[config.mk]
export PLATFORM = sky130hd
export DESIGN_NAME = n1_ir_queue_flat
export DESIGN_NICKNAME = d
export VERILOG_FILES = /design/src/rtl/n1_ir_queue_if.sv /design/src/rtl/n1_ir_queue.sv /design/src/flat_wrapper.sv
export SDC_FILE = /design/constraint.sdc
export NUM_CORES = 1
export LEC_CHECK = 0
export CORE_AREA = 2 2 110 86
export DETAILED_ROUTE_END_ITERATION = 6
export DIE_AREA = 0 0 112 88
export GPL_TIMING_DRIVEN = 0
export PLACE_DENSITY_LB_ADDON = 0.12
export SETUP_SLACK_MARGIN = 0.1
export SLEW_MARGIN = 25
export SYNTH_ARGS = -nofsm -noshare
export SYNTH_HDL_FRONTEND = slang
export SYNTH_SLANG_ARGS = --single-unit
[constraint.sdc]
create_clock -name clk_i -period 5.2 [get_ports clk_i]
set_clock_uncertainty 0.2 [all_clocks]
set_input_delay 1.04 -clock clk_i [delete_from_list [all_inputs] [get_ports clk_i]]
set_output_delay 1.04 -clock clk_i [all_outputs]
set_load 0.02 [all_outputs]
[src/rtl/n1_ir_queue_if.sv]
// Bundle between the program bus, the N1 flow control and the instruction queue.
// Signal names keep their block-relative direction suffixes (_i into the queue, _o out of it).
// The queue side uses the slave modport; the sequencer/bench side uses master.
interface n1_ir_queue_if #(
  parameter int IW     = 16,
  parameter int HDEPTH = 4
);
  localparam int CW = $clog2(HDEPTH + 1);

  logic [IW-1:0] pbus_dat_i;
  logic          fc_ir_capture_i;
  logic          fc_ir_hoard_i;
  logic          fc_ir_expend_i;
  logic          fc_ir_flush_i;

  logic [IW-1:0] ir_cur_o;
  logic [CW-1:0] ir_hoard_cnt_o;
  logic          ir_hoard_empty_o;
  logic          ir_hoard_full_o;
  logic          ir_ovf_o;
  logic          ir_unf_o;
  logic [IW-1:0] prb_ir_cur_o;
  logic [IW-1:0] prb_ir_hoard_o;

  modport slave (
    input  pbus_dat_i, fc_ir_capture_i, fc_ir_hoard_i, fc_ir_expend_i, fc_ir_flush_i,
    output ir_cur_o, ir_hoard_cnt_o, ir_hoard_empty_o, ir_hoard_full_o,
           ir_ovf_o, ir_unf_o, prb_ir_cur_o, prb_ir_hoard_o
  );

  modport master (
    output pbus_dat_i, fc_ir_capture_i, fc_ir_hoard_i, fc_ir_expend_i, fc_ir_flush_i,
    input  ir_cur_o, ir_hoard_cnt_o, ir_hoard_empty_o, ir_hoard_full_o,
           ir_ovf_o, ir_unf_o, prb_ir_cur_o, prb_ir_hoard_o
  );
endinterface

[src/rtl/n1_ir_queue.sv]
// Current instruction register plus an HDEPTH-entry hoard FIFO fed from the program bus.
// Latency: one cycle from any request to every output; all outputs come straight from flops.
// No backpressure: a hoard into a full FIFO is dropped and flagged (sticky ovf), expend on empty flags unf.
module n1_ir_queue #(
  parameter int            IW     = 16,
  parameter int            HDEPTH = 4,
  parameter logic [IW-1:0] RST_IR = '0
) (
  input logic            clk_i,
  input logic            sync_rst_i,
  n1_ir_queue_if.slave   q
);
  localparam int CW = $clog2(HDEPTH + 1);
  localparam int PW = (HDEPTH > 1) ? $clog2(HDEPTH) : 1;

  logic [IW-1:0] mem_q [HDEPTH];
  logic [IW-1:0] ir_q, ir_d;
  logic [PW-1:0] rd_q, rd_d;
  logic [PW-1:0] wr_q, wr_d;
  logic [CW-1:0] cnt_q, cnt_d;
  logic          ovf_q, ovf_d;
  logic          unf_q, unf_d;
  logic          mem_we;
  logic          empty;
  logic          full;

  // Depth need not be a power of two, so pointers wrap on an explicit compare.
  function automatic logic [PW-1:0] ptr_inc(input logic [PW-1:0] p);
    return (p == PW'(HDEPTH - 1)) ? '0 : p + 1'b1;
  endfunction

  assign empty = (cnt_q == '0);
  assign full  = (cnt_q == CW'(HDEPTH));

  // Next-state: flush wins, then bypass, pop (with optional refill), underflow, and finally capture/push.
  always_comb begin
    ir_d   = ir_q;
    rd_d   = rd_q;
    wr_d   = wr_q;
    cnt_d  = cnt_q;
    ovf_d  = ovf_q;
    unf_d  = unf_q;
    mem_we = 1'b0;
    if (q.fc_ir_flush_i) begin
      ir_d  = RST_IR;
      rd_d  = '0;
      wr_d  = '0;
      cnt_d = '0;
      ovf_d = 1'b0;
      unf_d = 1'b0;
    end else if (q.fc_ir_expend_i && q.fc_ir_hoard_i && empty) begin
      // Bus word goes straight to the IR; nothing ever lands in the FIFO.
      ir_d = q.pbus_dat_i;
    end else if (q.fc_ir_expend_i && !empty) begin
      ir_d = mem_q[rd_q];
      rd_d = ptr_inc(rd_q);
      if (q.fc_ir_hoard_i) begin
        // Pop frees a slot this cycle, so a refill is legal even when full.
        mem_we = 1'b1;
        wr_d   = ptr_inc(wr_q);
      end else begin
        cnt_d = cnt_q - 1'b1;
      end
    end else if (q.fc_ir_expend_i) begin
      unf_d = 1'b1;
      if (q.fc_ir_capture_i) ir_d = q.pbus_dat_i;
    end else begin
      if (q.fc_ir_capture_i) ir_d = q.pbus_dat_i;
      if (q.fc_ir_hoard_i) begin
        if (!full) begin
          mem_we = 1'b1;
          wr_d   = ptr_inc(wr_q);
          cnt_d  = cnt_q + 1'b1;
        end else begin
          ovf_d = 1'b1;
        end
      end
    end
  end

  // Control state with synchronous reset.
  always_ff @(posedge clk_i) begin
    if (sync_rst_i) begin
      ir_q  <= RST_IR;
      rd_q  <= '0;
      wr_q  <= '0;
      cnt_q <= '0;
      ovf_q <= 1'b0;
      unf_q <= 1'b0;
    end else begin
      ir_q  <= ir_d;
      rd_q  <= rd_d;
      wr_q  <= wr_d;
      cnt_q <= cnt_d;
      ovf_q <= ovf_d;
      unf_q <= unf_d;
    end
  end

  // FIFO storage is never cleared; reset and flush only rewind the pointers.
  always_ff @(posedge clk_i) begin
    if (mem_we && !sync_rst_i) mem_q[wr_q] <= q.pbus_dat_i;
  end

  assign q.ir_cur_o         = ir_q;
  assign q.prb_ir_cur_o     = ir_q;
  assign q.ir_hoard_cnt_o   = cnt_q;
  assign q.ir_hoard_empty_o = empty;
  assign q.ir_hoard_full_o  = full;
  assign q.ir_ovf_o         = ovf_q;
  assign q.ir_unf_o         = unf_q;
  assign q.prb_ir_hoard_o   = empty ? '0 : mem_q[rd_q];

  a_cnt_bound: assert property (@(posedge clk_i) disable iff (sync_rst_i)
    cnt_q <= CW'(HDEPTH));
  a_not_empty_full: assert property (@(posedge clk_i) disable iff (sync_rst_i)
    !(empty && full));
  a_ptr_cnt: assert property (@(posedge clk_i) disable iff (sync_rst_i)
    ((int'(wr_q) + HDEPTH - int'(rd_q)) % HDEPTH) == (int'(cnt_q) % HDEPTH));
endmodule

[src/flat_wrapper.sv]
// flat-port wrapper written by rule: the top's interface ports become plain ports
module n1_ir_queue_flat 
#(
  parameter int            IW     = 16,
  parameter int            HDEPTH = 4,
  parameter logic [IW-1:0] RST_IR = '0
)
  (clk_i, sync_rst_i, q_pbus_dat_i, q_fc_ir_capture_i, q_fc_ir_hoard_i, q_fc_ir_expend_i, q_fc_ir_flush_i, q_ir_cur_o, q_ir_hoard_cnt_o, q_ir_hoard_empty_o, q_ir_hoard_full_o, q_ir_ovf_o, q_ir_unf_o, q_prb_ir_cur_o, q_prb_ir_hoard_o);
  n1_ir_queue_if #(.IW(IW), .HDEPTH(HDEPTH)) q_i ();
  input logic clk_i;
  input logic sync_rst_i;
  input wire logic [$bits(q_i.pbus_dat_i)-1:0] q_pbus_dat_i;
  input wire logic [$bits(q_i.fc_ir_capture_i)-1:0] q_fc_ir_capture_i;
  input wire logic [$bits(q_i.fc_ir_hoard_i)-1:0] q_fc_ir_hoard_i;
  input wire logic [$bits(q_i.fc_ir_expend_i)-1:0] q_fc_ir_expend_i;
  input wire logic [$bits(q_i.fc_ir_flush_i)-1:0] q_fc_ir_flush_i;
  output wire logic [$bits(q_i.ir_cur_o)-1:0] q_ir_cur_o;
  output wire logic [$bits(q_i.ir_hoard_cnt_o)-1:0] q_ir_hoard_cnt_o;
  output wire logic [$bits(q_i.ir_hoard_empty_o)-1:0] q_ir_hoard_empty_o;
  output wire logic [$bits(q_i.ir_hoard_full_o)-1:0] q_ir_hoard_full_o;
  output wire logic [$bits(q_i.ir_ovf_o)-1:0] q_ir_ovf_o;
  output wire logic [$bits(q_i.ir_unf_o)-1:0] q_ir_unf_o;
  output wire logic [$bits(q_i.prb_ir_cur_o)-1:0] q_prb_ir_cur_o;
  output wire logic [$bits(q_i.prb_ir_hoard_o)-1:0] q_prb_ir_hoard_o;
  assign q_i.pbus_dat_i = q_pbus_dat_i;
  assign q_i.fc_ir_capture_i = q_fc_ir_capture_i;
  assign q_i.fc_ir_hoard_i = q_fc_ir_hoard_i;
  assign q_i.fc_ir_expend_i = q_fc_ir_expend_i;
  assign q_i.fc_ir_flush_i = q_fc_ir_flush_i;
  assign q_ir_cur_o = q_i.ir_cur_o;
  assign q_ir_hoard_cnt_o = q_i.ir_hoard_cnt_o;
  assign q_ir_hoard_empty_o = q_i.ir_hoard_empty_o;
  assign q_ir_hoard_full_o = q_i.ir_hoard_full_o;
  assign q_ir_ovf_o = q_i.ir_ovf_o;
  assign q_ir_unf_o = q_i.ir_unf_o;
  assign q_prb_ir_cur_o = q_i.prb_ir_cur_o;
  assign q_prb_ir_hoard_o = q_i.prb_ir_hoard_o;
  n1_ir_queue #(.IW(IW), .HDEPTH(HDEPTH), .RST_IR(RST_IR)) u_core (.clk_i(clk_i), .sync_rst_i(sync_rst_i), .q(q_i));
endmodule
Word-level counts from Yosys, hierarchy flattened
Memories as Yosys holds them, arrays and structs flattened. A register that Yosys moved wholly into a read port is not among the register bits. Index checks and enable logic that the tools add are counted.

Output and inout port bits: 55. RAM bits: 64. Bits of input ports: 22. Memories: 1. Flip-flop bits (word level): 25. Logic and storage cells: 64.

Memory list: u_core.mem_q (words 4, bits a word 16, rd ports 1, clocked after Yosys merged registers in 1, write ports 1, RTL line n1_ir_queue.sv:16) `logic [IW-1:0] mem_q [HDEPTH];`.

Bitwise logic cells: 3. Reductions and logical operators: 16. Muxes and demuxes: 27. Add/sub/neg operators: 4. Equal/unequal tests: 7.

Operator list (count): $mux 16 (4); $mux 2 (9); $mux 3 (5); $reduce_and 5->1 (3); $mux 1 (9); $add 2x1->2 const B (2); $eq 2x2->1 const B (2); $logic_and 1x1->1 (4); $ne 2x1->1 const B (2); $ne 2x2->1 const B (2); $reduce_bool 2->1 (2); $add 3x1->3 const B (1); $eq 3x3->1 const B (1); $logic_not 3->1 (1); $not 1->1 (3); $reduce_and 3->1 (1); $reduce_bool 3->1 (1); $sub 3x1->3 const B (1); $logic_not 1->1 (2); $reduce_and 2->1 (1); $reduce_or 2->1 (1).

Longest topological paths before layout
Word-level depth: 10. Gate-level depth with buffers: 11. Depth with buffers taken out: 8.

Worst setup path before layout
OpenSTA, ideal clock, no wires.

Path kind: input to register. Start point: input port q_fc_ir_expend_i. End point: register u_core.cnt_q[2] (netlist: u_core.q.ir_hoard_cnt_o[2]). Required time: 4.869 ns. Data arrival time: 2.538 ns. Cell stages on the path: 9. Library setup time: 0.131 ns. Path slack: 2.330 ns. Buffers on the path: 4. Cells stage by stage: buf_2 > nor2b_2 > buf_6 > inv_4 > buf_8 > buf_12 > fa_1 > o311ai_0 > a21oi_1.

Cells in the longest elaborated chain, start to end: 4. Elaborated cells between the ends (all ways): 10. Classes of those cells: eq/ne (3); mux (1); bitwise (1); reduce/logical (5).

RTL lines: start: declaration (RTL line flat_wrapper.sv:15) `input wire logic [$bits(q_i.fc_ir_expend_i)-1:0] q_fc_ir_expend_i;`; branches (longest 4 deep; another with $reduce_and 5->1); end signal: assignment (RTL line n1_ir_queue.sv:94) `cnt_q <= cnt_d;`; end: declaration (RTL line n1_ir_queue.sv:20) `logic [CW-1:0] cnt_q, cnt_d;`.

Parallel ways; which one is timed is not known. A chain may end at the register's enable or synchronous reset.

==> metrics.md <==
| Metric | Value |
|---|---|
| Antenna violations before repair | 0 |
| Synth Flop Type | edfxtp_1 |
| Largest net degree at the start of global routing | 17 |
| Final Non-Filler Cells | 479 |
| Detailed Route WL | 8500 um |
| Post-synth net total | 304 |
| Hold_sp | u_core.q.ir_unf_o |
| Clock Sink Count | 91 |
| TNS Setup | 0 ps |
| TritonCTS clock tree | done |
| Register area | 2460 um^2 |
| Grt met3 use | 0.0588 |
| Antenna diodes | 0 |
| Type of the worst min-delay path | register to register |
| H-tree levels | 3 |
| First-pass GRT wire length | 13,200 um |
| Reg2reg end | u_core.q.ir_hoard_cnt_o[2] |
| Cell with the most instances after synthesis | edfxtp_1 |
| Layout area overhead | 31.4% |
| Standard-cell rows | 30 |
| Starting Density | 0.437 |
| Hold slack | 269 ps |
| Total grt overflow | 0 |
| IO Pins | 77 |
| R2r setup slk | 2780 ps |
| Total Routing Usage GR | 0.184 |
| Maximum clock frequency | 282 MHz |
| Fill cell count | 732 |
| Slew Limit Headroom | 0.369 |
| Clock slew at reported path FFs | 60 ps |
| CP Capture Type | output pin |
| Final setup vio count | 0 |
| Routed wire per std cell | 17.7 um |
| Max_cap viols | 0 |
| Initial DRC count | 204 |
| CTS Buffer Depth | 2 |
| Die width | 112 um |
| CP max FO | 10 |
| Worst path cell trace | buf_4, buf_6, mux4_2, nor2b_1, clkdlybuf4s50_1 |
| Seq/Total Area, Yosys | 0.641 |
| Worst hold stages | 2 |
| Minimum clock period | 3550 ps |
| Run status | completed |
| CTS Buf Count | 9 |
| Crit start category | register |
| Met2 usage | 0.291 |
| Placed insts | 463 |
| RR Startpoint | u_core.q.ir_hoard_cnt_o[0] |
| I/O Buffers | 75 |
| EDFF count, synth | 64 |
| GRT busiest layer | met2 |
| Dpl hpwl | 5540 um |
| Synth Cell Area | 3840 um^2 |
| Via count | 2,476 |
| Full die area | 9860 um^2 |
| Chip height | 88 um |
| Via density | 5.17 |
| Synth unique cells | 39 |
| Unrepaired setup endpoints after global routing | no |
| PwrDens | 326 nW/um^2 |
| Area contributors post-synth | edfxtp_1 50%, dfxtp_1 14%, mux4_2 9.4% |
| Hold endpoint | u_core.q.ir_unf_o |
| Arr. time, crit path | 2310 ps |
| Worst Path Class, Setup | register to output pin |
| Synthesis warning total | 0 |
| Cell taking the most area after synthesis | edfxtp_1 |
| GRT met1 Usage | 0.246 |
| GPL Wtd Cong | 0.740 |
| Mapped Cells | 276 |
| # nets final | 390 |
| Worst ir drop on vdd | 0.189 mV |
| CP max-delay cell | clkdlybuf4s50_1 |
| Layout cells sized above 1 | 0.174 |
| Seq cells post-synth | 91 |
| Clock latency at the later pin of the worst-skew pair | 340 ps |
| Area of the multi-input gates | 1110 um^2 |
| Post-CTS Hold Fix Bufs | 0 |
| R2R cell count | 9 |
| Post-route ant nets | 0 |
| Pwr Total | 1.64 mW |
| Asr flop ratio synth | 0 |
| Core area | 8780 um^2 |
| Final hold violation count | 0 |
| Initial DRT Pass Iterations | 4 |
| Synth top area share | 0.500 |
| Synth cell count leaders | 64 x edfxtp_1, 35 x nand2_1, 27 x dfxtp_1 |
| Worst Tran Pin Value | 946 ps |
| LEAKAGE | 1.74 nW |
| Vias in the first global route | 2,371 |
| Final Max Slew Viols | 0 |
| Utilization after layout | 0.575 |
| Syn_area_per_cell | 13.9 um^2 |
| Postcts setup bufs | 0 |
| CP max stage delay | 550 ps |
| Post-CTS Resized | 0 |
| Clock root buffer | clkbuf_16 |
| Critical path data required time | 3960 ps |
| Residual DRC | 0 |
| Period utilization | 0.682 |
-- worst max-delay path by stage --
stage                                    start                          to  slack [ps]  cells past startpoint
CTS                                   register         q_prb_ir_hoard_o[4]        1620                      5
detailed placement             q_fc_ir_flush_i          u_core.mem_q[0][9]        1720                      4
global route        u_core.q.ir_hoard_cnt_o[0]          q_ir_hoard_empty_o        1540                      4
floorplan                     q_fc_ir_expend_i  u_core.q.ir_hoard_cnt_o[2]        2330                      9
global placement               q_fc_ir_flush_i          u_core.mem_q[0][9]        1720                      4
finish                                register        q_prb_ir_hoard_o[14]        1650                      5
-- layout make-up --
class | instances | share of cell area
Inverter | 7 | 0.00570
Sequential cell | 91 | 0.488
Timing Repair Buffer | 75 | 0.149
Tap cell | 112 | 0.0278
Clock buffer | 13 | 0.0580
Clock inverter | 3 | 0.00446
Buffer | 33 | 0.0473
Multi-Input combinational cell | 145 | 0.220
-- flip-flops by register name (all words and copies together) (netlist names), named ones only --
signal,cells
u_core.q.ir_cur_o,16
u_core.q.ir_ovf_o,1
u_core.mem_q,64
u_core.wr_q,2
u_core.q.ir_hoard_cnt_o,3
u_core.q.ir_unf_o,1
u_core.rd_q,2
-- routing by layer --
layer,vias to the layer above,wire length [um]
met3,9,720
met2,101,4010
met1,1198,3670
li1,1168,-
met5,-,0
met4,0,100
-- power by group --
group | total, mW | internal [mW] | switching (mW)
combinational | 0.179 | 0.0856 | 0.0938
sequential | 0.797 | 0.788 | 0.00954
clock | 0.667 | 0.397 | 0.269
-- stage by stage --
| step | setup slack [ps] | area, um^2 |
|---|---|---|
| finish | 1650 | 5050 |
| global route | 1540 | 5050 |
| CTS | 1620 | 5050 |
| detailed placement | 1720 | 4730 |
| global placement | 1720 | 4730 |
| floorplan | 2330 | 3840 |
-- cell families after synthesis --
kind of cell             synth area share
multiplexers                       0.0990
adder cells (fa/ha/maj)            0.0215
AO/OA/AOI/OAI                      0.0710
XOR/XNOR                          0.00456
AND/OR/NAND/NOR                    0.0932
flip-flops                          0.641
buffers and inverters              0.0697
-- worst max-delay path: cells and delay by family, from the launching register on --
kind	cells	cell delay, ps
flops	1	310
simple gates	1	160
buf+inv	3	960
mux	1	530
-- layout by cell type, fill, tap and decap left out, types with 10 or more instances in the layout --
cell             instances
clkdlybuf4s50_1         75
nor2b_1                 16
buf_4                   17
clkbuf_16               11
dfxtp_1                 27
nor2_1                  10
mux4_2                  16
nand2_1                 35
o21ai_0                 16
edfxtp_1                64
a31oi_1                 17
(Power assumes the default switching activity.)
